--- src/rtl/hv_abist_seq.sv ---
// HV analog BIST sequencer: walks the six HV BIST items in fixed order, holds each
// enable for its detection window, samples the checker status and accumulates pass/fail.
module hv_abist_seq #(
   parameter int unsigned CLK_M      = 48,
   parameter int unsigned SETTLE_CYC = 8
) (
   input  logic       i_clk,
   input  logic       i_rst_n,
   input  logic       i_start,
   input  logic       i_abort,
   input  logic [5:0] i_item_en,
   input  logic [5:0] i_bist_status,
   output logic [5:0] o_bist_req,
   output logic       o_busy,
   output logic       o_done,
   output logic [5:0] o_pass,
   output logic       o_fail,
   output logic [2:0] o_cur_item
);

   localparam int unsigned ITEM_NUM  = 6;
   localparam int unsigned CNT_W     = $clog2(70 * CLK_M + SETTLE_CYC + 2);
   localparam logic [2:0]  LAST_ITEM = 3'(ITEM_NUM - 1);

   typedef enum logic [2:0] {StIdle, StSettle, StRun, StSample, StDone} state_e;

   state_e                state_q, state_d;
   logic [CNT_W-1:0]      cnt_q, cnt_d;
   logic [2:0]            k_q, k_d;
   logic [ITEM_NUM-1:0]   mask_q, mask_d;
   logic [ITEM_NUM-1:0]   pass_q, pass_d;
   logic [CNT_W-1:0]      window;
   logic                  item_active;

   always_comb begin
      case (k_q)
         3'd0:    window = CNT_W'(70 * CLK_M);
         3'd5:    window = CNT_W'(4 * CLK_M);
         default: window = CNT_W'(CLK_M);
      endcase
   end

   always_comb begin
      state_d = state_q;
      cnt_d   = cnt_q;
      k_d     = k_q;
      mask_d  = mask_q;
      pass_d  = pass_q;
      if (i_abort) begin
         // Abort wins over everything, including a simultaneous start; partial results stay.
         state_d = StIdle;
         cnt_d   = '0;
      end else begin
         case (state_q)
            StIdle, StDone: begin
               if (i_start) begin
                  mask_d  = i_item_en;
                  pass_d  = '1;
                  k_d     = 3'd0;
                  cnt_d   = '0;
                  state_d = StSettle;
               end
            end
            StSettle: begin
               if (!mask_q[k_q]) begin
                  cnt_d = '0;
                  if (k_q == LAST_ITEM) state_d = StDone;
                  else                  k_d     = k_q + 3'd1;
               end else if (cnt_q == CNT_W'(SETTLE_CYC - 1)) begin
                  // First RUN cycle counts as 1.
                  cnt_d   = CNT_W'(1);
                  state_d = StRun;
               end else begin
                  cnt_d = cnt_q + CNT_W'(1);
               end
            end
            StRun: begin
               if (cnt_q == window) begin
                  cnt_d   = '0;
                  state_d = StSample;
               end else begin
                  cnt_d = cnt_q + CNT_W'(1);
               end
            end
            StSample: begin
               pass_d[k_q] = i_bist_status[k_q];
               cnt_d       = '0;
               if (k_q == LAST_ITEM) begin
                  state_d = StDone;
               end else begin
                  k_d     = k_q + 3'd1;
                  state_d = StSettle;
               end
            end
            default: state_d = StIdle;
         endcase
      end
   end

   always_ff @(posedge i_clk or negedge i_rst_n) begin
      if (!i_rst_n) begin
         state_q <= StIdle;
         cnt_q   <= '0;
         k_q     <= 3'd0;
         mask_q  <= '0;
         pass_q  <= '1;
      end else begin
         state_q <= state_d;
         cnt_q   <= cnt_d;
         k_q     <= k_d;
         mask_q  <= mask_d;
         pass_q  <= pass_d;
      end
   end

   always_comb begin
      item_active = (state_q == StRun) || (state_q == StSample);
      o_bist_req  = item_active ? (ITEM_NUM'(1) << k_q) : '0;
      o_cur_item  = item_active ? k_q : 3'd7;
      o_busy      = item_active || (state_q == StSettle);
      o_done      = (state_q == StDone);
      o_pass      = pass_q;
      o_fail      = o_done && !(&pass_q);
   end

endmodule

--- config.mk ---
export PLATFORM = sky130hd
export DESIGN_NAME = hv_abist_seq
export DESIGN_NICKNAME = d
export VERILOG_FILES = /design/src/rtl/hv_abist_seq.sv
export SDC_FILE = /design/constraint.sdc
export NUM_CORES = 1
export LEC_CHECK = 0
export BUFFER_PORTS_ARGS = -buffer_cell sky130_fd_sc_hd__clkbuf_2
export CORE_MARGIN = 2
export CORE_UTILIZATION = 40
export CTS_CLUSTER_DIAMETER = 200
export DETAILED_ROUTE_END_ITERATION = 10
export HOLD_SLACK_MARGIN = 0.08
export PLACE_DENSITY_LB_ADDON = 0.12
export SETUP_SLACK_MARGIN = 0.5
export SLEW_MARGIN = 10
export SYNTH_ARGS = -nofsm -noshare
export SYNTH_HDL_FRONTEND = slang
export SYNTH_SLANG_ARGS = --single-unit
--- constraint.sdc ---
create_clock -name i_clk -period 3.13 [get_ports i_clk]
set_input_delay 0.313 -clock i_clk [delete_from_list [all_inputs] [get_ports i_clk]]
set_output_delay 0.313 -clock i_clk [all_outputs]
set_load 0.02 [all_outputs]
==> impl_metrics.ini <==
[status]
status = finished clean

[pwr]
total_power_uw = 1780
ir_worst_vdd_uv = 393
p_leak_uw = 0.00107
p_per_area_mw_per_mm2 = 766

[synthesis]
yosys.area.top_type_share_pct = 29.9
synthFlopType = dfrtp_1
netlist_top_cells_count = dfrtp_1, nand2_1, nor2_1
synth_fp_nets = 237
async_flop_share_pct = 100
ys_seq_area_share_pct = 37.7
syn_area_sq_mm = 0.00201
avgSynthCellArea_sq_um = 9.40
synth_area_leaders = dfrtp_1, dfstp_2, mux2i_1
yosysWarningCount = 0
yosys_register_bits = 30
synthCells = 214
yosysUniqueCellTypes = 55
synth_edf_count = 0
yosysTopAreaCell = dfrtp_1

[floorplan]
io_pins = 34
dieWidth_um = 74.9
die_y_um = 74.9
die-area_sq_mm = 0.00561
start_util_pct = 42.0
rows = 25
core_area_sq_mm = 0.00479

[clocking]
cts_made_buffers = 5
cts.sinks = 30
clock_latency_ps = 280
tritoncts = yes
clk_pin_slew_ps = 60
clock_path_buffers = 2
cts.htree.levels = 2
root_buffer = clkbuf_8
postCtsHoldBufs = 0

[layout]
synthToLayoutAreaGrowth_pct = 15.7
design_area_sq_mm = 0.00233
num_antenna_cells = 0
layout.nets = 271
final_core_util_pct = 48.7
drive_above_1_share_pct = 25.7

[placed_design]
dpl_cell_area_sq_mm = 0.00222
port_buffers = 33
hpwl_um = 3420
gp_congestion = 0.791

[global_routing]
overflow = 0
grt_max_degree = 31
track_usage_pct = 18.6
grt_pass1_wl_um = 7910
antenna_found_initial = 0
grt_pass1_vias = 1606

[sta]
setup_viol_count_final = 0
max_clock_freq_mhz = 418
finalHoldViolCount = 0
period_minus_slack_ps = 2390
tightest_slew_ps = 757
maxSlewViolCount = 0
fin_crit_sh_pct = 76.5
slew_headroom_pct = 49.5
fin_skew_ps = 1.28
rsz0062_at_grt = false
worst_hold_slack_ps = 97.9
setup_tns_ps = 0

[setup_path]
crit_arrival_ps = 2560
cp_top_family = simple AND/OR/NAND/NOR gates
crit_fanout = 12
critPathKind = register to register
cp_slowest_cell = dfrtp_2
required_ps = 3290
crit_chain = inv_1, ha_1, nor2b_1, mux2i_1, a41oi_2, nor2_2, nand4b_4, mux2_4
cp_num_buf_inv = 1
critPathCaptureType = register
crit_path_max_incr_delay_ps = 490
critPathLaunchType = register

[drt]
drt-vias-per-instance = 5.35
num_vias = 1690
wl_per_cell_um = 14.8
antenna_left = 0
route.final.wire_length_um = 4670
first_pass_iters = 4
drtIter0Drc = 127
drc = 0

[hold_path]
holdCritPathClass = primary input to asynchronous set/reset pin

[job]
maxCapViolCount = 0
==> cell families after synthesis <==
| group | after synthesis | share of synthesized area, % |
|---|---|---|
| compound gates | 40 | 16.1 |
| xor+xnor | 2 | 0.871 |
| fa+ha+maj | 7 | 4.35 |
| buf+inv | 16 | 3.73 |
| flops | 30 | 37.7 |
| mux | 17 | 9.64 |
| simple gates | 102 | 27.6 |
==> worst reg2reg max path, cell delays in order (launching register included) <==
cell      delay [ps]
dfrtp_2          490
inv_1            140
ha_1             220
nor2b_1          180
mux2i_1          240
a41oi_2          190
nor2_2           240
nand4b_4         240
mux2_4           350
==> through the flow <==
step / setup slack (ps) / instances
3_5_place_dp: 469 / 307
5_1_grt: 584 / 316
3_3_place_gp: 530 / 307
2_1_floorplan: 826 / 214
4_1_cts: 569 / 315
6_report: 736 / 316
==> state kept, by name, indices dropped and copies added, names as in the netlist <==
register,count
cnt_q,12
k_q,3
state_q,3
mask_q,6
o_pass,6
==> placed cells by master, fill, tap and decap left out, drive strengths merged, types with 5 or more instances in the layout <==
master,n
ha,7
dfrtp,24
nand2,24
o2bb2ai,6
nor2,16
nor3,6
nand2b,7
clkbuf,41
o31ai,6
mux2,7
mux2i,10
and3,9
inv,7
nand3,13
nor2b,5
a21oi,6
dfstp,6
==> report_power, final <==
part / internal, uW / switching [uW] / total [uW]
Combinational: 373 / 504 / 877
Clock: 158 / 142 / 300
Sequential: 504 / 103 / 607
Total: 1030 / 750 / 1780
==> layer usage <==
metal / global-route usage [%] / vias up / wire length, um
li1: - / 844 / -
met1: 29.3 / 805 / 2450
met2: 24.9 / 39 / 1950
met3: 4.28 / 2 / 249
met4: 5.75 / 0 / 25
met5: 0 / - / 0
==> final cells by class <==
| class | instances | area [sq um] |
|---|---|---|
| tap | 67 | 83.8 |
| inverter | 8 | 30.0 |
| fill | 457 | 2460 |
| sequential | 30 | 759 |
| clock buffer | 8 | 80.1 |
| timing repair buffer | 35 | 180 |
| multi-input combinational | 168 | 1190 |
==> path summary, 6_finish.rpt <==
| kind | start | end | slack, ps | depth (start not counted) |
|---|---|---|---|---|
| max | k_q[1] | mask_q[3] | 740 | 8 |
| min | i_rst_n | mask_q[5] | 100 | 1 |
| max reg2reg | k_q[1] | mask_q[3] | 740 | 8 |
| min reg2reg | mask_q[0] | mask_q[0] | 500 | 1 |
| max in group asynchronous | i_rst_n | k_q[1] | 2510 | 1 |
| min in group i_clk | i_item_en[2] | mask_q[2] | 260 | 2 |
==> what timing repair did <==
action,in CTS,in global routing
endpoints found under the hold margin,0,0
setup buffers,0,1
gates resized for setup,1,2
setup endpoints to repair,6,16
gates cloned,0,0
Note: power is estimated with default switching activity, not from simulation.
